--- src/rtl/decode_pkg.sv ---
// ----------------------------------------------------------------------------
// decode_pkg
// Shared constants for the instruction decode stage: opcode and funct field
// values, ALU operation codes, FSM state encoding, and immediate extension
// helpers used by the combinational decoder.
// ----------------------------------------------------------------------------
package decode_pkg;

    // Primary opcodes (instruction bits [31:26])
    localparam logic [5:0] OP_RTYPE = 6'h00;
    localparam logic [5:0] OP_J     = 6'h02;
    localparam logic [5:0] OP_BEQ   = 6'h04;
    localparam logic [5:0] OP_ADDI  = 6'h08;
    localparam logic [5:0] OP_ANDI  = 6'h0C;
    localparam logic [5:0] OP_ORI   = 6'h0D;
    localparam logic [5:0] OP_LW    = 6'h23;
    localparam logic [5:0] OP_SW    = 6'h2B;

    // R-type funct values (instruction bits [5:0])
    localparam logic [5:0] FN_ADD = 6'h20;
    localparam logic [5:0] FN_SUB = 6'h22;
    localparam logic [5:0] FN_AND = 6'h24;
    localparam logic [5:0] FN_OR  = 6'h25;
    localparam logic [5:0] FN_XOR = 6'h26;
    localparam logic [5:0] FN_SLT = 6'h2A;

    // ALU operation codes presented to the execute stage
    localparam logic [3:0] ALU_ADD = 4'd0;
    localparam logic [3:0] ALU_SUB = 4'd1;
    localparam logic [3:0] ALU_AND = 4'd2;
    localparam logic [3:0] ALU_OR  = 4'd3;
    localparam logic [3:0] ALU_XOR = 4'd4;
    localparam logic [3:0] ALU_SLT = 4'd5;

    // Handshake FSM states
    typedef enum logic [1:0] {
        ST_IDLE     = 2'd0,
        ST_DECODE   = 2'd1,
        ST_WAIT_ACK = 2'd2
    } state_e;

    // Sign-extend a 16-bit immediate to 32 bits
    function automatic logic [31:0] sext16(input logic [15:0] v);
        return {{16{v[15]}}, v};
    endfunction

    // Zero-extend a 16-bit immediate to 32 bits
    function automatic logic [31:0] zext16(input logic [15:0] v);
        return {16'h0000, v};
    endfunction

endpackage

--- src/rtl/decode_logic.sv ---
// ----------------------------------------------------------------------------
// decode_logic
// Purely combinational decoder: one 32-bit instruction word in, the decoded
// bundle (register addresses, immediate, ALU op, control flags) out.
// Ports:
//   instr_i      32  instruction word
//   rs_addr_o    5   source register (always bits [25:21])
//   rt_addr_o    5   source register (always bits [20:16])
//   rd_addr_o    5   destination register (0 when nothing is written)
//   imm_o        32  extended immediate or jump target
//   alu_op_o     4   ALU operation code
//   reg_write_o, mem_read_o, mem_write_o, branch_o, jump_o, use_imm_o,
//   illegal_o    1   control flags
// ----------------------------------------------------------------------------
module decode_logic
    import decode_pkg::*;
(
    input  logic [31:0] instr_i,
    output logic [4:0]  rs_addr_o,
    output logic [4:0]  rt_addr_o,
    output logic [4:0]  rd_addr_o,
    output logic [31:0] imm_o,
    output logic [3:0]  alu_op_o,
    output logic        reg_write_o,
    output logic        mem_read_o,
    output logic        mem_write_o,
    output logic        branch_o,
    output logic        jump_o,
    output logic        use_imm_o,
    output logic        illegal_o
);

    logic [5:0] op_s;
    logic [5:0] funct_s;
    logic [4:0] rd_s;
    logic       reg_write_s;

    assign op_s      = instr_i[31:26];
    assign funct_s   = instr_i[5:0];
    assign rs_addr_o = instr_i[25:21];
    assign rt_addr_o = instr_i[20:16];
    assign rd_addr_o = rd_s;

    // Register 0 is hard-wired, so a write to it is suppressed here.
    assign reg_write_o = reg_write_s & (rd_s != 5'd0);

    // Opcode/funct decode; everything defaults to the inert (all-zero) bundle.
    always_comb begin
        rd_s        = 5'd0;
        imm_o       = 32'h0000_0000;
        alu_op_o    = ALU_ADD;
        reg_write_s = 1'b0;
        mem_read_o  = 1'b0;
        mem_write_o = 1'b0;
        branch_o    = 1'b0;
        jump_o      = 1'b0;
        use_imm_o   = 1'b0;
        illegal_o   = 1'b0;
        case (op_s)
            OP_RTYPE: begin
                rd_s        = instr_i[15:11];
                reg_write_s = 1'b1;
                case (funct_s)
                    FN_ADD:  alu_op_o = ALU_ADD;
                    FN_SUB:  alu_op_o = ALU_SUB;
                    FN_AND:  alu_op_o = ALU_AND;
                    FN_OR:   alu_op_o = ALU_OR;
                    FN_XOR:  alu_op_o = ALU_XOR;
                    FN_SLT:  alu_op_o = ALU_SLT;
                    default: begin
                        // Unknown funct: fall back to the inert bundle.
                        rd_s        = 5'd0;
                        reg_write_s = 1'b0;
                        alu_op_o    = ALU_ADD;
                        illegal_o   = 1'b1;
                    end
                endcase
            end
            OP_ADDI: begin
                imm_o       = sext16(instr_i[15:0]);
                alu_op_o    = ALU_ADD;
                rd_s        = instr_i[20:16];
                reg_write_s = 1'b1;
                use_imm_o   = 1'b1;
            end
            OP_ANDI: begin
                imm_o       = zext16(instr_i[15:0]);
                alu_op_o    = ALU_AND;
                rd_s        = instr_i[20:16];
                reg_write_s = 1'b1;
                use_imm_o   = 1'b1;
            end
            OP_ORI: begin
                imm_o       = zext16(instr_i[15:0]);
                alu_op_o    = ALU_OR;
                rd_s        = instr_i[20:16];
                reg_write_s = 1'b1;
                use_imm_o   = 1'b1;
            end
            OP_LW: begin
                imm_o       = sext16(instr_i[15:0]);
                alu_op_o    = ALU_ADD;
                rd_s        = instr_i[20:16];
                reg_write_s = 1'b1;
                use_imm_o   = 1'b1;
                mem_read_o  = 1'b1;
            end
            OP_SW: begin
                imm_o       = sext16(instr_i[15:0]);
                alu_op_o    = ALU_ADD;
                use_imm_o   = 1'b1;
                mem_write_o = 1'b1;
            end
            OP_BEQ: begin
                // Branch offset is in words; convert to a byte offset.
                imm_o    = {sext16(instr_i[15:0]) << 2};
                alu_op_o = ALU_SUB;
                branch_o = 1'b1;
            end
            OP_J: begin
                imm_o  = {4'b0000, instr_i[25:0], 2'b00};
                jump_o = 1'b1;
            end
            default: begin
                illegal_o = 1'b1;
            end
        endcase
    end

endmodule

--- src/rtl/instruction_decode.sv ---
// ----------------------------------------------------------------------------
// instruction_decode
// Decode pipeline stage. Captures one instruction per DIR/ack_prev handshake,
// decodes it in one registered cycle and holds the decoded bundle on DOR until
// ack_from_next. Illegal encodings are flagged and still passed downstream.
// Ports:
//   clk, reset (async, active-high)
//   DIR / ack_prev / data_in           upstream handshake and instruction word
//   DOR / ack_from_next                downstream handshake
//   data_out                           raw instruction passed through
//   rs_addr, rt_addr, rd_addr, imm, alu_op, reg_write, mem_read, mem_write,
//   branch, jump, use_imm, illegal     registered decoded bundle
// ----------------------------------------------------------------------------
module instruction_decode
    import decode_pkg::*;
(
    input  logic        clk,
    input  logic        reset,
    input  logic        DIR,
    output logic        ack_prev,
    input  logic [31:0] data_in,
    output logic        DOR,
    input  logic        ack_from_next,
    output logic [31:0] data_out,
    output logic [4:0]  rs_addr,
    output logic [4:0]  rt_addr,
    output logic [4:0]  rd_addr,
    output logic [31:0] imm,
    output logic [3:0]  alu_op,
    output logic        reg_write,
    output logic        mem_read,
    output logic        mem_write,
    output logic        branch,
    output logic        jump,
    output logic        use_imm,
    output logic        illegal
);

    state_e      state_q;
    logic [31:0] instr_q;
    logic        ack_prev_q;
    logic        dor_q;
    logic [31:0] data_out_q;
    logic [4:0]  rs_addr_q, rt_addr_q, rd_addr_q;
    logic [31:0] imm_q;
    logic [3:0]  alu_op_q;
    logic        reg_write_q, mem_read_q, mem_write_q;
    logic        branch_q, jump_q, use_imm_q, illegal_q;

    // Decoded bundle of the held instruction, loaded into the output registers.
    logic [4:0]  rs_addr_d, rt_addr_d, rd_addr_d;
    logic [31:0] imm_d;
    logic [3:0]  alu_op_d;
    logic        reg_write_d, mem_read_d, mem_write_d;
    logic        branch_d, jump_d, use_imm_d, illegal_d;

    decode_logic u_decode_logic (
        .instr_i     (instr_q),
        .rs_addr_o   (rs_addr_d),
        .rt_addr_o   (rt_addr_d),
        .rd_addr_o   (rd_addr_d),
        .imm_o       (imm_d),
        .alu_op_o    (alu_op_d),
        .reg_write_o (reg_write_d),
        .mem_read_o  (mem_read_d),
        .mem_write_o (mem_write_d),
        .branch_o    (branch_d),
        .jump_o      (jump_d),
        .use_imm_o   (use_imm_d),
        .illegal_o   (illegal_d)
    );

    // Handshake FSM with registered outputs; the bundle only loads in DECODE.
    always_ff @(posedge clk or posedge reset) begin
        if (reset) begin
            state_q     <= ST_IDLE;
            instr_q     <= 32'h0000_0000;
            ack_prev_q  <= 1'b0;
            dor_q       <= 1'b0;
            data_out_q  <= 32'h0000_0000;
            rs_addr_q   <= 5'd0;
            rt_addr_q   <= 5'd0;
            rd_addr_q   <= 5'd0;
            imm_q       <= 32'h0000_0000;
            alu_op_q    <= 4'd0;
            reg_write_q <= 1'b0;
            mem_read_q  <= 1'b0;
            mem_write_q <= 1'b0;
            branch_q    <= 1'b0;
            jump_q      <= 1'b0;
            use_imm_q   <= 1'b0;
            illegal_q   <= 1'b0;
        end else begin
            case (state_q)
                ST_IDLE: begin
                    if (DIR) begin
                        instr_q    <= data_in;
                        ack_prev_q <= 1'b1;
                        state_q    <= ST_DECODE;
                    end else begin
                        ack_prev_q <= 1'b0;
                    end
                end
                ST_DECODE: begin
                    ack_prev_q  <= 1'b0;
                    data_out_q  <= instr_q;
                    rs_addr_q   <= rs_addr_d;
                    rt_addr_q   <= rt_addr_d;
                    rd_addr_q   <= rd_addr_d;
                    imm_q       <= imm_d;
                    alu_op_q    <= alu_op_d;
                    reg_write_q <= reg_write_d;
                    mem_read_q  <= mem_read_d;
                    mem_write_q <= mem_write_d;
                    branch_q    <= branch_d;
                    jump_q      <= jump_d;
                    use_imm_q   <= use_imm_d;
                    illegal_q   <= illegal_d;
                    dor_q       <= 1'b1;
                    state_q     <= ST_WAIT_ACK;
                end
                ST_WAIT_ACK: begin
                    if (ack_from_next) begin
                        dor_q   <= 1'b0;
                        state_q <= ST_IDLE;
                    end else begin
                        dor_q   <= 1'b1;
                    end
                end
                default: begin
                    ack_prev_q <= 1'b0;
                    dor_q      <= 1'b0;
                    state_q    <= ST_IDLE;
                end
            endcase
        end
    end

    assign ack_prev  = ack_prev_q;
    assign DOR       = dor_q;
    assign data_out  = data_out_q;
    assign rs_addr   = rs_addr_q;
    assign rt_addr   = rt_addr_q;
    assign rd_addr   = rd_addr_q;
    assign imm       = imm_q;
    assign alu_op    = alu_op_q;
    assign reg_write = reg_write_q;
    assign mem_read  = mem_read_q;
    assign mem_write = mem_write_q;
    assign branch    = branch_q;
    assign jump      = jump_q;
    assign use_imm   = use_imm_q;
    assign illegal   = illegal_q;

endmodule

--- config.mk ---
export PLATFORM = sky130hd
export DESIGN_NAME = instruction_decode
export DESIGN_NICKNAME = d
export VERILOG_FILES = /design/src/rtl/decode_pkg.sv /design/src/rtl/decode_logic.sv /design/src/rtl/instruction_decode.sv
export SDC_FILE = /design/constraint.sdc
export NUM_CORES = 1
export LEC_CHECK = 0
export CORE_MARGIN = 2
export CORE_UTILIZATION = 50
export CTS_CLUSTER_DIAMETER = 100
export DETAILED_ROUTE_END_ITERATION = 12
export PLACE_DENSITY = 0.86
export SLEW_MARGIN = 15
export SYNTH_ARGS = -nofsm -noshare
export SYNTH_HDL_FRONTEND = slang
export SYNTH_SLANG_ARGS = --single-unit
--- constraint.sdc ---
create_clock -name clk -period 6.2 [get_ports clk]
set_clock_uncertainty 0.1 [all_clocks]
set_input_delay 1.24 -clock clk [delete_from_list [all_inputs] [get_ports clk]]
set_output_delay 1.24 -clock clk [all_outputs]
set_load 0.005 [all_outputs]
==> results of run 1 <==
state kept, by name, summed over array words and instances (netlist names), 2 cells and up:
signal	cells
data_out	32
instr_q	32
imm	29
rd_addr	5
alu_op	3
state_q	2
power by group through the flow:
stage	sequential [W]	clock (W)	combinational, W
6_report	0.00140	0.000416	0.00142
5_1_grt	0.00144	0.000453	0.00156
4_1_cts	0.00139	0.000421	0.00144
3_5_place_dp	0.00140	0	0.00144
3_3_place_gp	0.00139	0	0.00137
2_1_floorplan	0.00131	0	0.000837
layout make-up:
cell class	count	area, um^2
fillers	720	3060
clock buffers	10	138
well taps	129	161
repair buffers	129	1280
flip-flops and latches	112	2800
multi-input cells	238	1720
clock inverters	6	52.6
inverters	19	73.8
kinds of logic (layout without fill, tap and decap cells):
kind of cell,after synthesis,after routing,share of synthesized area (%)
and+or+nand+nor,115,115,11.3
DFF,112,112,58.1
muxes,59,59,13.8
AOI/OAI and AO/OA,57,57,8.80
buffers and inverters,57,164,6.46
adders and majority gates,4,4,1.04
xor gates and xnor gates,2,2,0.363
other,1,1,0.0778
Yosys cell counts (2+ instances only):
| master | n | area share [%] |
|---|---|---|
| dfrtp_1 | 112 | 58 |
| mux2_2 | 59 | 14 |
| nand2_1 | 43 | 3.3 |
| nor2_1 | 37 | 2.9 |
| inv_1 | 19 | 1.5 |
| buf_4 | 17 | 2.6 |
| o21ai_0 | 17 | 1.8 |
| a221oi_1 | 14 | 2.5 |
| nand3_1 | 12 | 1.2 |
| clkbuf_1 | 9 | 0.70 |
| a21oi_1 | 6 | 0.62 |
| buf_1 | 5 | 0.39 |
| buf_6 | 4 | 0.93 |
| ha_1 | 4 | 1.0 |
| o211ai_1 | 4 | 0.62 |
| nand2b_1 | 3 | 0.39 |
| nor2b_1 | 3 | 0.39 |
| a22o_1 | 2 | 0.36 |
| a22oi_1 | 2 | 0.31 |
| buf_2 | 2 | 0.21 |
| nor3_1 | 2 | 0.21 |
| nor4_1 | 2 | 0.26 |
| o32ai_1 | 2 | 0.36 |
| or4b_2 | 2 | 0.42 |
worst paths after layout:
| check | to | cells after the start |
|---|---|---|
| max | data_out[22] | 1 |
| min | DOR$_DFFE_PP0P_ | 2 |
| max reg2reg | imm[22]$_DFFE_PP0P_ | 6 |
| min reg2reg | DOR$_DFFE_PP0P_ | 2 |
| max in group asynchronous | instr_q[2]$_DFFE_PP0P_ | 3 |
| min in group asynchronous | data_out[20]$_DFFE_PP0P_ | 2 |
worst min-delay path, cell delays in order, from the launching register on:
cell     delay (ns)
dfrtp_1        0.36
nand2_1        0.05
o21ai_0        0.06
metal layers:
metal  vias up  track usage, %  wire (um)
li1       1589               -          -
met1      1760            30.5       4840
met2       130            36.1       5330
met3        14            3.49        683
met4         0            7.38        140
met5         -               0          0
through the flow:
step	cell area, um^2	utilization [%]	instances
after floorplan	4820	-	407
after global placement	6040	65.0	627
after detailed placement	6040	65.0	627
after CTS	6230	67.1	643
after global routing	6230	67.1	643
final	6230	67.1	643
==> impl_metrics.csv, run 1 <==
group,metric,value,unit
status,outcome,"finished clean",
detailed_routing,wire_per_inst,17.1,um
cts,cts.sinks,112,
detailed_routing,totalWireLength,11000,um
grt,antenna_found_initial,0,
synth,ys.warnings.count,0,
setup_path,worstPathMaxFanout,3,
placed_design,post-place-ws,3.12,ns
timing,fmax,379,MHz
synth,synthesis.area,4820,um^2
hold_path,min_path_type,"reg2reg",
detailed_routing,antenna_left,0,
setup_path,cp_data_required_time,4.86,ns
grt,grt_pass1_wl,17900,um
synth,ys_types,49,
cells_and_area,layout.nets,549,
synth,ys_ff_latch,112,
detailed_routing,vias,3493,
timing,post-route-min-period,2.64,ns
synth,syn_area_per_cell,11.8,um^2
hold_path,hold_path_startpoint,"DOR$_DFFE_PP0P_",
detailed_routing,routed_via_density,5.43,
synth,syn-num-nets,447,
setup_path,crit_path_start_kind,"flop",
grt,grt_max_degree,61,
cts,clkTransAtPathRegs,0.11,ns
detailed_routing,first_pass_iters,4,
die,ios,128,
die,core_area,9280,um^2
grt,first_global_vias,3548,
synth,async_flop_share,100,%
cells_and_area,antenna_cells,0,
cells_and_area,drive_above_1_share,18.3,%
placed_design,globalplace.congestion,0.792,
timing,hold_viol_final,0,
cts,cts_hold_buf,0,
cts,cts_setup_buffers,0,
setup_path,reg2reg_slack,3.69,ns
timing,tightest_slew,1.03,ns
power,p_int,0.00209,W
synth,synth_ff_type,"dfrtp_1",
power,seqPwrFrac,43.2,%
setup_path,crit_buf_inv,1,
timing,layout_setup_ws,3.56,ns
power,p_leak,2.63,nW
setup_path,crit_arrival,1.30,ns
cts,htreeDepth,3,
setup_path,cp_top_family,"buffers and inverters",
grt,grt-ovfl-total,0,
cts,cts_tree,"yes",
die,start_util,51.9,%
synth,ys_seq_area_share,58.1,%
timing,fin_crit_sh,42.5,%
synth,synth_edf_count,0,
cells_and_area,final_common_cell,"clkdlybuf4s50_1",
power,power_density,520,nW/um^2
timing,whs,0.402,ns
cts,numCtsBuffers,9,
timing,tns,0,ns
setup_path,criticalPathCategory,"reg2out",
cells_and_area,area_delta_synth_final,29.2,%
detailed_routing,drc,0,
detailed_routing,drt_iter0_drc,132,
cts,cts_resized,0,
power,max-vdd-ir-drop,0.000285,V
die,die_y,102,um
die,die_x,102,um
flow_run,max_cap_viol_count,0,
setup_path,startpoint,"data_out[22]$_DFFE_PP0P_",
setup_path,path_cells,"clkdlybuf4s50_1",
setup_path,max_stage_delay,0.53,ns
timing,drv_slew,0,
die,row_count,35,
synth,netlist_instances,407,
power,power.switching,0.00115,W
cts,clk_latency,0.36,ns
setup_path,critPathSlowestCell,"clkdlybuf4s50_1",
power,finalPower,0.00324,W
timing,rsz0062_at_grt,"false",
cts,clk_path_buf_depth,2,
setup_path,crit_path_end_kind,"output pin",
placed_design,io_buffers,126,
cts,root_buffer,"clkbuf_8",
placed_design,place_hpwl,7660,um
grt,grt_usage,22.1,%
power,power.share.clock,12.9,%
power,switching_share,35.5,%
cells_and_area,final_cell_mix,"126 x clkdlybuf4s50_1, 112 x dfrtp_1, 59 x mux2_2",
power,p_comb_share,44.0,%
timing,max_slew_margin,30.8,%
timing,report.final.setup_viol,0,
die,die_area,10400,um^2
setup_path,r2r_start,"state_q[1]$_DFFE_PP0P_",
No activity file was read; power rests on OpenSTA's default activity.
==> run 2, diff against run 1 <==
CORE_UTILIZATION = 49   (was 50)
PLACE_DENSITY = 0.85   (was 0.86)
clock period = 2.7 ns   (was 6.2 ns; I/O delays follow)
==> impl_metrics.csv, run 2 (same netlist as run 1, synthesis figures left out) <==
group,metric,value,unit
cells_and_area,area_delta_synth_final,32.1,%
timing,fmax,494,MHz
cts,cts_setup_buffers,0,
setup_path,endpoint,"reg_write$_DFFE_PP0P_",
power,switching_share,34.0,%
die,core_area,9640,um^2
detailed_routing,routed_via_density,5.34,
power,p_comb_share,43.2,%
detailed_routing,totalWireLength,11000,um
detailed_routing,drc,0,
detailed_routing,antenna_left,0,
detailed_routing,wire_per_inst,16.8,um
cts,cts_resized,0,
grt,grt_pass1_wl,17700,um
timing,report.final.setup_viol,0,
die,die_y,103,um
placed_design,place_hpwl,7960,um
setup_path,crit_path_end_kind,"flop",
timing,fin_crit_sh,75.0,%
detailed_routing,vias,3501,
setup_path,r2r_start,"state_q[1]$_DFFE_PP0P_",
cts,root_buffer,"clkbuf_8",
cts,htreeDepth,3,
cells_and_area,antenna_cells,0,
power,p_leak,2.71,nW
cts,cts_hold_buf,0,
hold_path,min_path_type,"in2async",
timing,rsz0062_at_grt,"false",
timing,post-route-min-period,2.02,ns
setup_path,path_cells,"inv_1 -> ha_2 -> buf_4 -> nand2b_1 -> o32ai_1 -> buf_4 -> a22oi_1 -> o31ai_1",
setup_path,worstPathMaxFanout,19,
setup_path,max_stage_delay,0.40,ns
setup_path,startpoint,"state_q[1]$_DFFE_PP0P_",
setup_path,reg2reg_slack,0.68,ns
cts,clk_latency,0.36,ns
power,max-vdd-ir-drop,0.000722,V
die,die_area,10600,um^2
grt,grt_max_degree,52,
timing,max_slew_margin,38.5,%
die,ios,128,
grt,antenna_found_initial,0,
cts,clk_path_buf_depth,2,
detailed_routing,first_pass_iters,5,
power,p_int,0.00504,W
cells_and_area,final_common_cell,"clkdlybuf4s50_1",
setup_path,reg2regPathDepth,8,
grt,grt-ovfl-total,0,
status,outcome,"finished clean",
power,power.switching,0.00259,W
setup_path,crit_arrival,2.19,ns
cts,cts_tree,"yes",
cells_and_area,final_cell_mix,"126 x clkdlybuf4s50_1, 112 x dfrtp_1, 59 x mux2_2",
power,power_density,1200,nW/um^2
cts,numCtsBuffers,9,
timing,tns,0,ns
setup_path,crit_path_start_kind,"flop",
die,die_x,103,um
setup_path,crit_top_cell,"buf_4",
power,seqPwrFrac,42.1,%
cells_and_area,layout.nets,558,
cells_and_area,drive_above_1_share,19.3,%
detailed_routing,drt_iter0_drc,204,
timing,tightest_slew,0.921,ns
setup_path,cp_data_required_time,2.86,ns
die,row_count,36,
setup_path,rr_endpoint,"reg_write$_DFFE_PP0P_",
placed_design,globalplace.congestion,0.851,
timing,hold_viol_final,0,
setup_path,critPathSlowestCell,"dfrtp_1",
grt,first_global_vias,3496,
cts,clkTransAtPathRegs,0.10,ns
setup_path,criticalPathCategory,"reg2reg",
power,power.share.clock,14.7,%
timing,drv_slew,0,
cts,cts.sinks,112,
cells_and_area,n_fill_cell,750,
die,start_util,50.0,%
power,finalPower,0.00763,W
placed_design,io_buffers,126,
grt,grt_usage,21.7,%
flow_run,max_cap_viol_count,0,
==> run 2: final cells by class <==
type / count / area (um^2) / share of cell area [%]
Sequential cell: 112 / 2800 / 44.0
Multi-Input combinational cell: 238 / 1720 / 26.9
Timing Repair Buffer: 138 / 1380 / 21.6
Tap cell: 133 / 166 / 2.61
Clock buffer: 12 / 155 / 2.44
Clock inverter: 4 / 76.3 / 1.20
Inverter: 19 / 75.1 / 1.18
==> run 2: layer usage <==
layer	GRT usage, %	part of all wire, %	up-vias
met5	0	0	-
met4	5.87	0.71	0
met3	5.44	6.2	8
met2	36.5	50	130
met1	28.4	43	1750
li1	-	-	1613
==> run 2: worst min-delay path by stage <==
stage / to / slack [ns] / from / cells after the start
2_1_floorplan: mem_read$_DFFE_PP0P_ / 0.37 / mem_read$_DFFE_PP0P_ / 2
3_3_place_gp: imm[16]$_DFFE_PP0P_ / 0.38 / imm[16]$_DFFE_PP0P_ / 2
3_5_place_dp: jump$_DFFE_PP0P_ / 0.38 / jump$_DFFE_PP0P_ / 1
4_1_cts: instr_q[20]$_DFFE_PP0P_ / 0.34 / reset / 2
5_1_grt: data_out[11]$_DFFE_PP0P_ / 0.35 / reset / 2
6_report: instr_q[20]$_DFFE_PP0P_ / 0.36 / reset / 2
==> run 2: power by group through the flow <==
stage | Combinational (W) | Sequential (W) | Clock [W]
after global placement | 0.00322 | 0.00320 | 0
after detailed placement | 0.00333 | 0.00322 | 0
after CTS | 0.00334 | 0.00321 | 0.00115
after floorplan | 0.00192 | 0.00300 | 0
final | 0.00330 | 0.00321 | 0.00112
after global routing | 0.00361 | 0.00332 | 0.00121
==> run 2: per-stage QoR <==
stage | util (%) | setup slack [ns] | cell area [um^2] | hold WS, ns | std cells
6_report | 66.1 | 0.675 | 6370 | 0.356 | 656
5_1_grt | 66.1 | 0.519 | 6370 | 0.349 | 656
4_1_cts | 66.1 | 0.685 | 6370 | 0.344 | 656
3_5_place_dp | 63.7 | 0.729 | 6140 | 0.382 | 640
3_3_place_gp | 63.7 | 0.758 | 6140 | 0.383 | 640
2_1_floorplan | - | 0.703 | 4820 | 0.367 | 407
==> run 2: critical path: cells and delay by family (launching register included) <==
kind | cells | cell delay, ns
simple gates | 1 | 0.08
compound gates | 3 | 0.46
flops | 1 | 0.40
fa+ha+maj | 1 | 0.29
buf+inv | 3 | 0.59
